**config.mk**
```make
export PLATFORM = sky130hd
export DESIGN_NAME = fp16_div_seq
export DESIGN_NICKNAME = d
export VERILOG_FILES = /design/src/rtl/fp16_div_seq.sv
export SDC_FILE = /design/constraint.sdc
export NUM_CORES = 1
export LEC_CHECK = 0
export ABC_AREA = 1
export CAP_MARGIN = 20
export CORE_MARGIN = 4
export CORE_UTILIZATION = 35
export CTS_CLUSTER_SIZE = 40
export DETAILED_ROUTE_END_ITERATION = 10
export DONT_BUFFER_PORTS = 1
export GPL_TIMING_DRIVEN = 0
export PLACE_DENSITY = 0.61
export SLEW_MARGIN = 30
export SYNTH_ARGS = -nofsm -noshare
export SYNTH_HDL_FRONTEND = slang
export SYNTH_SLANG_ARGS = --single-unit
```
**constraint.sdc**
```tcl
create_clock -name clk -period 4.2 [get_ports clk]
set_input_delay 0.84 -clock clk [delete_from_list [all_inputs] [get_ports clk]]
set_output_delay 0.84 -clock clk [all_outputs]
set_load 0.02 [all_outputs]
```
**src/rtl/fp16_div_seq.sv**
```systemverilog
// Sequential FP16 divider (restoring, one quotient bit per cycle, fixed 16-cycle latency).
// Define FP16_DIV_RNE_EN for round-to-nearest-even; otherwise the quotient is truncated.
module fp16_div_seq #(
  parameter logic [15:0] CANON_NAN = 16'h7E00
) (
  input  logic        clk,
  input  logic        rst,
  input  logic        start,
  input  logic [15:0] a,
  input  logic [15:0] b,
  output logic        busy,
  output logic        done,
  output logic [15:0] result,
  output logic        overflow,
  output logic        zero,
  output logic        nan,
  output logic        div_by_zero,
  output logic        precision_lost
);

  typedef enum logic [2:0] {IDLE, CHECK, DIVIDE, ROUND, DONE} state_t;

  state_t             state;
  logic [15:0]        op_a, op_b;
  logic [11:0]        rem;
  logic [12:0]        q;
  logic [3:0]         cnt;
  logic signed [6:0]  exp_q;
  logic               sign_q;
  logic               spec_valid;
  logic [15:0]        spec_res;
  logic [4:0]         spec_flags;
  logic [4:0]         flags;

  // flags are packed {overflow, zero, nan, div_by_zero, precision_lost}
  assign {overflow, zero, nan, div_by_zero, precision_lost} = flags;

  // Operand classification; subnormals count as zero because only the exponent is tested.
  logic [10:0] mb;
  logic        sgn_s, a_zero, b_zero, a_inf, b_inf, a_nan, b_nan;
  assign mb     = {1'b1, op_b[9:0]};
  assign sgn_s  = op_a[15] ^ op_b[15];
  assign a_zero = (op_a[14:10] == 5'd0);
  assign b_zero = (op_b[14:10] == 5'd0);
  assign a_inf  = (op_a[14:10] == 5'h1F) && (op_a[9:0] == 10'd0);
  assign b_inf  = (op_b[14:10] == 5'h1F) && (op_b[9:0] == 10'd0);
  assign a_nan  = (op_a[14:10] == 5'h1F) && (op_a[9:0] != 10'd0);
  assign b_nan  = (op_b[14:10] == 5'h1F) && (op_b[9:0] != 10'd0);

  logic        spec_s;
  logic [15:0] spec_res_s;
  logic [4:0]  spec_flags_s;

  // Special-case outcome selection
  always_comb begin
    spec_s       = 1'b1;
    spec_res_s   = 16'h0000;
    spec_flags_s = 5'b00000;
    if (a_nan || b_nan || (a_zero && b_zero) || (a_inf && b_inf)) begin
      spec_res_s   = CANON_NAN;
      spec_flags_s = 5'b00100;
    end else if (a_inf) begin
      spec_res_s   = {sgn_s, 5'h1F, 10'h000};
    end else if (b_zero) begin
      spec_res_s   = {sgn_s, 5'h1F, 10'h000};
      spec_flags_s = 5'b00010;
    end else if (a_zero || b_inf) begin
      spec_res_s   = {sgn_s, 15'h0000};
      spec_flags_s = 5'b01000;
    end else begin
      spec_s       = 1'b0;
    end
  end

  logic [9:0]        frac_s;
  logic              guard_s, sticky_s, rnd_up_s;
  logic [10:0]       mant_sum_s;
  logic signed [6:0] exp_adj_s, exp_f_s;
  logic [15:0]       norm_res_s;
  logic [4:0]        norm_flags_s;

  // Normalise, round and range-check the quotient
  always_comb begin
    if (q[12]) begin
      frac_s    = q[11:2];
      guard_s   = q[1];
      sticky_s  = q[0] | (rem != 12'd0);
      exp_adj_s = exp_q;
    end else begin
      frac_s    = q[10:1];
      guard_s   = q[0];
      sticky_s  = (rem != 12'd0);
      exp_adj_s = exp_q - 7'sd1;
    end
`ifdef FP16_DIV_RNE_EN
    rnd_up_s = guard_s & (sticky_s | frac_s[0]);
`else
    rnd_up_s = 1'b0;
`endif
    mant_sum_s = {1'b0, frac_s} + {10'd0, rnd_up_s};
    exp_f_s    = exp_adj_s + $signed({6'd0, mant_sum_s[10]});
    if (exp_f_s >= 7'sd31) begin
      norm_res_s   = {sign_q, 5'h1F, 10'h000};
      norm_flags_s = 5'b10001;
    end else if (exp_f_s <= 7'sd0) begin
      norm_res_s   = {sign_q, 15'h0000};
      norm_flags_s = 5'b01001;
    end else begin
      norm_res_s   = {sign_q, exp_f_s[4:0], mant_sum_s[9:0]};
      norm_flags_s = {4'b0000, guard_s | sticky_s};
    end
  end

  // Control FSM and datapath registers
  always_ff @(posedge clk) begin
    if (rst) begin
      state      <= IDLE;
      busy       <= 1'b0;
      done       <= 1'b0;
      result     <= 16'h0000;
      flags      <= 5'b00000;
      op_a       <= 16'h0000;
      op_b       <= 16'h0000;
      rem        <= 12'd0;
      q          <= 13'd0;
      cnt        <= 4'd0;
      exp_q      <= 7'sd0;
      sign_q     <= 1'b0;
      spec_valid <= 1'b0;
      spec_res   <= 16'h0000;
      spec_flags <= 5'b00000;
    end else begin
      done <= 1'b0;
      case (state)
        IDLE, DONE: begin
          if (start) begin
            op_a   <= a;
            op_b   <= b;
            busy   <= 1'b1;
            result <= 16'h0000;
            flags  <= 5'b00000;
            state  <= CHECK;
          end else begin
            state  <= IDLE;
          end
        end
        CHECK: begin
          sign_q     <= sgn_s;
          exp_q      <= $signed({2'b00, op_a[14:10]}) - $signed({2'b00, op_b[14:10]}) + 7'sd15;
          rem        <= {2'b01, op_a[9:0]};
          q          <= 13'd0;
          cnt        <= 4'd0;
          spec_valid <= spec_s;
          spec_res   <= spec_res_s;
          spec_flags <= spec_flags_s;
          state      <= DIVIDE;
        end
        DIVIDE: begin
          if (rem >= {1'b0, mb}) begin
            rem <= (rem - {1'b0, mb}) << 1;
            q   <= {q[11:0], 1'b1};
          end else begin
            rem <= rem << 1;
            q   <= {q[11:0], 1'b0};
          end
          cnt <= cnt + 4'd1;
          if (cnt == 4'd12) begin
            state <= ROUND;
          end else begin
            state <= DIVIDE;
          end
        end
        ROUND: begin
          busy  <= 1'b0;
          done  <= 1'b1;
          state <= DONE;
          if (spec_valid) begin
            result <= spec_res;
            flags  <= spec_flags;
          end else begin
            result <= norm_res_s;
            flags  <= norm_flags_s;
          end
        end
        default: begin
          busy  <= 1'b0;
          state <= IDLE;
        end
      endcase
    end
  end

endmodule

```
-- Word-level counts from Yosys, hierarchy flattened
Cells that the tools add are included.
Widths: inputs -> output; s select.
- $add $sub $neg: 5
- $lt $le $gt $ge: 3
- equal/unequal tests: 8
- muxes and demuxes: 37
- bitwise gates (word level): 4
- reduce and logical (&&, ||, !) cells: 25
- operators with widths (cell ; number):
    $mux 16 ; 6
    $pmux 16 s2 ; 1
    $mux 15 ; 2
    $pmux 13 s2 ; 1
    $pmux 12 s2 ; 1
    $logic_not 10->1 ; 2
    $mux 4 ; 5
    $reduce_bool 10->1 ; 2
    $mux 5 ; 3
    $ge 12x11->1 ; 1
    $mux 12 ; 1
    $pmux 3 s4 ; 1
    $reduce_bool 12->1 ; 1
    $mux 1 ; 11
    $sub 11x11->11 ; 1
    $eq 5x5->1 const B ; 2
    $logic_not 5->1 ; 2
    $mux 10 ; 1
    $pmux 5 s2 ; 1
    $pmux 4 s2 ; 1
    $add 6x5->7 const B ; 1
    $ge 7x6->1 const B ; 1
    $le 7x1->1 const B ; 1
    $mux 7 ; 1
    18 further kinds ; 32
- flip-flop bits (word level): 117
- bits of input ports: 35
- output and inout port bits: 23
- word-level logic and storage cells: 97

-- Depth between registers and ports, before layout
Gate-level depths: netlist of run 1.
- word-level depth: 8
- depth in mapped cells: 14
- gate-level depth less buffers: 14

-- Worst setup path before layout of run 1
No wires, ideal clock.
- path type: reg-to-reg
- from: register op_a[10]
- to: register exp_q[4]
- arrival: 1.807 ns
- path slack: 2.277 ns
- stages on the path, launching flop included: 13
- path buffers: 0
- cells stage by stage: dfxtp_1 inv_1 ha_1 inv_1 fa_1 inv_1 ha_1 nand2_1 a21oi_1 or2_2 nand3_1 o211ai_1 inv_1
- longest elaborated chain between the ends: 2
- RTL lines (item ; line ; source):
    start: declaration ; 24 ; logic [15:0] op_a, op_b;
    start signal: assignment ; 122 ; op_a <= 16'h0000;
    start signal: assignment ; 137 ; op_a <= a;
    $sub 5x5->6 ; 149 ; exp_q <= $signed({2'b00, op_a[14:10]}) - $signed({2'b00, op_b[14:10]}) + 7'sd15;
    $add 6x5->7 ; 149 ;
    end signal: assignment ; 149 ;
    end: declaration ; 28 ; logic signed [6:0] exp_q;
Every way passes these cells.
A chain may end at the register's enable or synchronous reset.

-- Worst setup path after layout of run 1
- from: register rem[0]
- to: register rem[6]
- longest elaborated chain between the ends: 3
- RTL lines (item ; line ; source):
    start: declaration ; 25 ; logic [11:0] rem;
    start signal: assignment ; 150 ; rem <= {2'b01, op_a[9:0]};
    start signal: assignment ; 160 ; rem <= (rem - {1'b0, mb}) << 1;
    start signal: assignment ; 163 ; rem <= rem << 1;
    $sub 11x11->11 / $ge 12x11->1 (equally long branches) ; 160, 159 ;
    $mux 12 (*) ; 159 ; if (rem >= {1'b0, mb}) begin
    $pmux 12 s2 (*) ; 134 ; case (state)
Mark *: on every way between the ends. The rest lies on a longest branch, timed or not.

==> summary by stage, run 1 <==
Finish
In the final layout, the share of cells above drive strength 1 is 0.0756. Registers take a little over 0.002 mm². Summing all multi-input logic gate instances after layout gives 0.00278 mm². The filler cells instantiated in the layout total 1549. The synthesis-to-finish area growth is 10.4%. The final net count is 819. The finished layout holds 952 standard cells, fillers aside.

Route
The detail-routed via count per cell is 5.06. The routed length per placed instance is 14.6 µm. The detailed-routing iteration count for the pre-antenna-repair pass is 4. The final layout contains routed wiring with a total length of between 10000 and 15000 µm. The detailed router finished its first iteration with ~280 violations.

The number of design rule violations left after detail routing is 0. The final route contains 4814 vias. The count of nets left with antenna violations once routing finished came out at 0.

Timing
At the pin with the least slew margin, the transition time is 0.596 ns. The total negative slack for setup checks is 0 ns. The total of endpoints with negative setup slack in the final report is 0. The worst path needs 2.20 ns of the cycle, external delays included.

The highest achievable clock rate is 455 MHz. The final-report max-slew violation count is 0. Setup repair after global routing left no endpoint under its margin. The worst clock skew on the final layout is 0.00827 ns. The smallest hold slack is 0.467 ns.

Of the available clock period, the critical path in the final layout requires 0.523. The number of endpoints with negative hold slack in the final report is 0. The worst-case headroom to the max-slew limit is 0.603.

Clocking
The largest buffer count on any clock path is 2. The number of hold buffers added after cts is 0. The number of sinks on the clock net is 101. The number of gates resized after CTS was 0. The CTS H-tree depth is 3. The post-CTS setup-driven buffer insertion count is 0.

The clock latency at the later pin of the worst-skew pair is ~0.35 ns. Clock-pin slew was measured on the worst setup and hold paths at 0.07 ns. The clock tree root buffer cell is clkbuf_16. The number of buffers created by CTS is 9. TritonCTS built the clock tree.

Critical path
STA classifies the critical path endpoint as a flip-flop. The critical path in this run is classified as reg -> reg. STA puts the critical path data required time at ~4.4 ns. Of all nets on the critical path, the largest fanout is 10.

The worst register-to-register path has a depth of 10. The most common cell type on the critical path is inv_1. The endpoint identified for the worst register-to-register timing path is rem[6].

For flop-to-flop paths, the worst setup slack is approximately 2 ns. The reg-to-reg startpoint is rem[0]. The delay of the slowest critical-path stage is 0.47 ns. The critical path goes through inv_1 -> ha_1 -> fa_1 -> o21ai_2 -> nand3_1 -> nand3_2 -> buf_4 -> o21ai_0 -> o21ai_1 -> inv_1. The type of origin of the critical path is a flip-flop.

STA puts the critical path data arrival time at approximately 2.4 ns. The slowest stage of the critical path is the fa_1 cell.

Synth
The share of the Yosys chip area taken by registers is 0.385. The prevailing post-synth register cell is dfxtp_1. The fraction of post-synthesis cell area in the top cell type by area is 0.385. Yosys mapped a number of flops with a built-in enable equal to 0. The area of the mapped netlist is 0.00526 mm². In this run, synthesis produced a sequential element count of 101. For this run, asynchronously set or reset flops after synthesis account for 0. The cell accounting for the most synthesized area is dfxtp_1. The synthesized net count is 808.

The count of unique library cells instantiated by Yosys is 45. Sorting the synthesized cells by area gives the leading types as dfxtp_1 38%, nand2_1 13%, a21oi_1 8.7%. The average footprint of a synthesized cell is roughly 7.0 µm². The synthesis warning total is 0. The cell count after synthesis came out at 752.

Min path
In this run the most critical hold path is launched from sign_q. The end point of the worst hold path is sign_q. The classification of the worst-slack hold path is reg -> reg. The number of cells on the worst hold path is 2.

Floorplan
The horizontal extent of the die is 131 µm. The die covers 0.0170 mm². For this configuration, the core starts out at a cell density of 0.359.

The number of ports placed on the die boundary is 58. The number of rows created at floorplan is 44. The vertical die dimension is 131 µm.

The total core area is 0.0146 mm².

Pwr
VDD sags by at most 0.274 mV. The post-layout total power is 2.64 mW. Of the total power, the clock network draws 0.341. Dividing total power by cell area gives a power density of approximately 460 mW/mm².

The fraction of power consumed by sequential logic is 0.403. The switching share of total power is 0.329. Cell internal power was estimated by the tool at ~1.8 mW. The switching power is 0.868 mW. The reported leakage power is approximately 2.4 nW. The logic gate share of total power is 0.256.

Placed design
The number of placed instances, taps included is 936. The number of port buffers is 0. The detailed placement HPWL is 10600 µm. The placer congestion estimate is roughly 0.85.

Global routing
The first global-routing pass estimated 22400 µm of wire. The number of global-route vias before repair was roughly 4400. The initial antenna violation count is 1.

Entering global routing, the biggest net connects 17 pins. The all-layer global routing usage is 0.166. The total overflow left after global routing is 0.

Flow run
Max-cap violations in this run came to 0.

Outcome
The flow ran to the end, and the final reports show no timing, DRC or antenna violations.
==> power by group through the flow <==
stage,clock network (mW),logic (mW),registers [mW]
2_1_floorplan,0,0.532,1.07
3_3_place_gp,0,0.668,1.08
3_5_place_dp,0,0.669,1.09
4_1_cts,0.915,0.673,1.06
5_1_grt,0.955,0.765,1.07
6_report,0.900,0.676,1.06
==> worst max-delay path, delay by kind of cell (launching register included) <==
| family | cells | cell delay [ns] |
|---|---|---|
| AO/OA/AOI/OAI | 3 | 0.49 |
| flip-flops | 1 | 0.34 |
| adder cells (fa/ha/maj) | 2 | 0.69 |
| AND/OR/NAND/NOR | 2 | 0.25 |
| buffers and inverters | 3 | 0.32 |
==> worst max path at each step <==
stage          startpoint  endpoint  slack [ns]  cells after the start
2_1_floorplan    op_a[10]  exp_q[4]        2.28                     12
3_3_place_gp       rem[0]    rem[6]        2.03                     10
3_5_place_dp       rem[0]    rem[6]        2.04                     10
4_1_cts            rem[0]    rem[6]        2.01                     10
5_1_grt            rem[0]    rem[6]        1.89                     10
6_report           rem[0]    rem[6]        2.00                     10
==> flip-flops by register name, summed over array words and instances, names as in the netlist <==
name	cells
op_a	16
op_b	16
result	16
q	13
rem	12
exp_q	7
flags	5
cnt	4
spec_res	3
state	3
spec_flags	2
busy	1
done	1
sign_q	1
spec_valid	1
==> through the flow <==
| stage | instance area, µm² | util | worst slack, ns |
|---|---|---|---|
| global route | 5800 | 0.396 | 1.89 |
| global placement | 5490 | 0.375 | 2.03 |
| floorplan | 5260 | - | 2.28 |
| finish | 5800 | 0.396 | 2.00 |
| CTS | 5800 | 0.396 | 2.01 |
| detailed placement | 5490 | 0.375 | 2.04 |
==> Yosys cell counts, types with 2 or more instances <==
cell      instances
o21ai_2           2
a21o_1            2
o21ai_0          67
a21oi_1          91
o211ai_1          4
nor3_4            2
o21ai_1           2
o21a_1            2
nand3b_1          2
ha_1             19
xnor2_1           5
inv_1            67
buf_6             3
a221oi_1          2
inv_2            10
xor2_1            6
nor2_2            2
dfxtp_1         101
nand3_1          40
nand2_1         179
o221ai_1          2
nor2_1           62
nand2_4           2
nor3_1            6
clkbuf_1         22
buf_2             4
fa_1              2
a21oi_2           4
nand2_2           7
nand4_1          18
==> cell usage in the layout (no fill, tap or decap), types with 4 or more instances in the layout <==
cell / count
nor3_1: 6
inv_1: 67
o211ai_1: 4
nor2_1: 62
nand3_1: 40
dfxtp_1: 101
a21oi_1: 91
nand2_2: 7
o21ai_0: 67
ha_1: 19
clkbuf_16: 9
a21oi_2: 4
xor2_1: 6
buf_2: 4
inv_2: 10
xnor2_1: 5
nand4_1: 18
clkbuf_1: 23
nand2_1: 179
==> routing by layer <==
layer  up-vias  GRT usage  share of wire
met5         -          0              0
met1      2205      0.226           0.49
li1       2516          -              -
met2        81      0.267           0.47
met3        12     0.0309          0.033
met4         0     0.0514          0.011
==> layout make-up <==
type | count | share of cell area
Inverter | 79 | 0.0516
Clock buffer | 10 | 0.0395
Multi-Input combinational cell | 540 | 0.480
Clock inverter | 5 | 0.0142
Tap cell | 184 | 0.0397
Sequential cell | 101 | 0.349
Buffer | 32 | 0.0263
Antenna cell | 1 | 0.000431
==> cells by family after synthesis <==
logic type | count (synthesis) | synth area share
simple gates | 326 | 0.272
compound gates | 182 | 0.186
buf+inv | 111 | 0.0859
flops | 101 | 0.385
fa+ha+maj | 21 | 0.0528
xor+xnor | 11 | 0.0183
Power figures use the tool's default switching activity.
==> inputs of run 2 (changes only) <==
- PLACE_DENSITY: 0.61 -> 0.63
- clock period: 4.2 -> 1.85 ns (I/O delays scaled with it)
==> run 2 against run 1 <==
The flow now finishes with violations (setup timing). Design area rose by 11%. Clock-buffer cell count unchanged. Non-clock buffer count rose by 20. Setup slack lost 2.1 ns. Flip-flop and latch count unchanged. Critical endpoint is now exp_q[4].
==> summary by stage, run 2 (same netlist as run 1, synthesis figures left out) <==
Global routing
The number of global-route vias before repair is 4754 (+7.8%). The wire length of the first global-routing pass was 24000 µm (+7.2%). The all-layer global routing usage is 0.177 (+0.0110).

The final global-route overflow total came to 0 (unchanged). The maximum number of pins on one net before global-route repair is 18 (+1). The initial antenna violation count is 1 (unchanged).

Min path
The number of cells on the worst hold path is 1 (-1). The classification of the worst-slack hold path is in -> reg.

Floorplan
The number of rows created at floorplan is 44 (unchanged). The number of ports placed on the die boundary came to 58 (unchanged). The vertical die dimension is 131 µm (unchanged). The total core area is 0.0146 mm² (unchanged).

The initial core utilization is 0.359 (unchanged). The horizontal extent of the die is 131 µm (unchanged). The full die area is 0.0170 mm² (unchanged).

Timing
The highest achievable clock rate was 521 MHz (+15%). The time the final worst path needs with I/O delays and setup was 1.92 ns (-0.279 ns). The worst clock skew on the final layout came to 0.00943 ns (+0.00116 ns). The final-report max-slew violation count is 0 (unchanged). The total of endpoints with negative setup slack in the final report was 10 (+10). The transition at the pin with the smallest max-transition slack is 0.563 ns (-0.0332 ns). Setup repair after global routing could not meet its margin everywhere.

The worst-case headroom to the max-slew limit is 0.623 (+0.0209). The total negative slack for setup checks was -0.203 ns (-0.203 ns). The number of endpoints with negative hold slack in the final report was 0 (unchanged).

The worst-case setup margin in the final layout is -0.0684 ns (-2.07 ns). The portion of the clock cycle consumed by the worst path in the final layout is 1.04 (+0.514). The smallest hold slack was 0.123 ns (-0.343 ns).

Pwr
The reported leakage power is 2.55 nW (+7.2%). The peak supply drop is 0.717 mV (+160%). The power per unit of standard cell area is 1020 mW/mm² (+120%).

Critical path
The launch point of the worst path is op_a[10]. The setup path with the least slack is of type reg -> reg. The worst setup path is captured at a flip-flop.

The reg-to-reg setup timing slack is -0.07 ns (-2.07 ns). The data arrival at the endpoint of the critical path is 2.22 ns (-0.22 ns). STA classifies the critical path startpoint as a flip-flop. The count of cells along the worst register-to-register path came to 12 (+2).

In this run the worst setup path terminates at exp_q[4]. The worst register-to-register path begins at op_a[10]. The largest fanout on the critical path is 3 (-7). The endpoint of the worst-slack reg-to-reg timing path is exp_q[4]. The data required time at the worst endpoint is 2.15 ns (-2.29 ns).

Clocking
In this run the clock root is driven by a clkbuf_16. The number of sinks on the clock net was 101 (unchanged). The number of hold buffers added after cts is 0 (unchanged). The CTS H-tree depth is 3 (unchanged). The largest buffer count on any clock path is 2 (unchanged). TritonCTS built the clock tree.

The number of buffers created by CTS is 9 (unchanged). The clock transition at the register clock pins on the worst setup and hold paths after CTS is 0.07 ns (about the same). The clock latency at the later pin of the worst-skew pair is 0.36 ns (about the same).

Finish
The final cell count without fillers is 974 (+2.3%). The synthesis-to-finish area growth is 22.4%. The final net count was 840 (+2.6%). The final non-filler cell area came to 0.00643 mm² (+11%). The proportion of layout cells with a drive suffix above 1 is 0.219 (+0.144). Leaving out fill and tap cells, the most frequent cell in the layout is nand2_1. In the final layout, the registers with the most flip-flops are op_a: 16 flops, op_b: 16 flops, result: 16 flops. The top cell types in the final layout, fill and taps aside, are 160 x nand2_1, 93 x dfxtp_1, 74 x a21oi_1, 63 x o21ai_0.

Outcome
The final reports fail on setup timing. The flow ran to the end, but the final reports show violations.

Placed design
The number of port buffers is 0 (unchanged). The placer congestion estimate is 0.863 (+1.4%). The cell area after placement is 0.00553 mm² (+0.75%). The detailed placement HPWL is 10700 µm (+0.93%). The number of placed instances, taps included is 936 (unchanged).

Route
The detail-routed via count per cell is 5.24 (+3.5%). The total wire length is 14700 µm (+5.6%). The detailed-routing iteration count for the pre-antenna-repair pass is 5 (+1). The number of nets still failing antenna checks after routing was 0 (unchanged). The routed length per placed instance is 15.1 µm (+3.2%). The number of DRC violations after detailed-routing iteration 0 is 361 (+28%). The vias after detailed routing is 5100 (+5.9%). The number of design rule violations left after detail routing is 0 (unchanged).

Flow run
The number of max-capacitance violations reported is 0 (unchanged).
==> run 2: metal layers <==
| layer | up-vias | part of all wire | global-route usage |
|---|---|---|---|
| met5 | - | 0 | 0 |
| met4 | 0 | 0.020 | 0.0593 |
| met3 | 25 | 0.045 | 0.0305 |
| met2 | 125 | 0.48 | 0.297 |
| met1 | 2391 | 0.45 | 0.230 |
| li1 | 2559 | - | - |
==> run 2: through the flow <==
stage | util | worst slack [ns] | power [mW]
after global placement | 0.377 | -0.191 | 4.03
after floorplan | - | 0.000142 | 3.69
after detailed placement | 0.377 | -0.228 | 4.04
after CTS | 0.418 | -0.0731 | 6.35
final | 0.439 | -0.0684 | 6.58
after global routing | 0.439 | -0.179 | 6.95
==> run 2: repair_timing <==
action | in CTS | in global routing
pin swaps | 13 | 29
resized for setup | 41 | 74
setup endpoints to repair | 17 | 46
cloned | 1 | 1
buffers inserted | 11 | 8
==> run 2: area by class of cell <==
class	count	area, µm²
inverters	79	309
multi-input cells	540	3200
repair inverters	1	11.3
repair buffers	20	165
fillers	1491	8210
well taps	184	230
clock buffers	10	229
flip-flops and latches	101	2030
plain buffers	32	161
diodes	1	2.50
clock inverters	6	93.8
==> run 2: how the worst min path moves through the flow <==
stage / start / endpoint / slack, ns
3_5_place_dp: sign_q / sign_q / 0.46
4_1_cts: rst / result[15] / 0.11
3_3_place_gp: sign_q / sign_q / 0.46
6_report: rst / result[15] / 0.12
5_1_grt: rst / result[15] / 0.11
2_1_floorplan: rem[0] / rem[0] / 0.44
==> run 2: worst max-delay path, cell delays in order (launching register included) <==
cell and delay (ns):
dfxtp_2 0.34, inv_2 0.07, ha_4 0.14, inv_4 0.03, fa_2 0.52, inv_2 0.05, ha_4 0.15, nand2_2 0.08
a21oi_2 0.05, or2_4 0.23, nand3_2 0.05, o211ai_1 0.09, inv_1 0.07
==> run 2: power by group <==
part / total (mW) / internal, mW / switching, mW
clock network: 2.09 / 1.20 / 0.893
logic: 2.05 / 0.813 / 1.24
registers: 2.43 / 2.31 / 0.126
total: 6.58 / 4.32 / 2.25
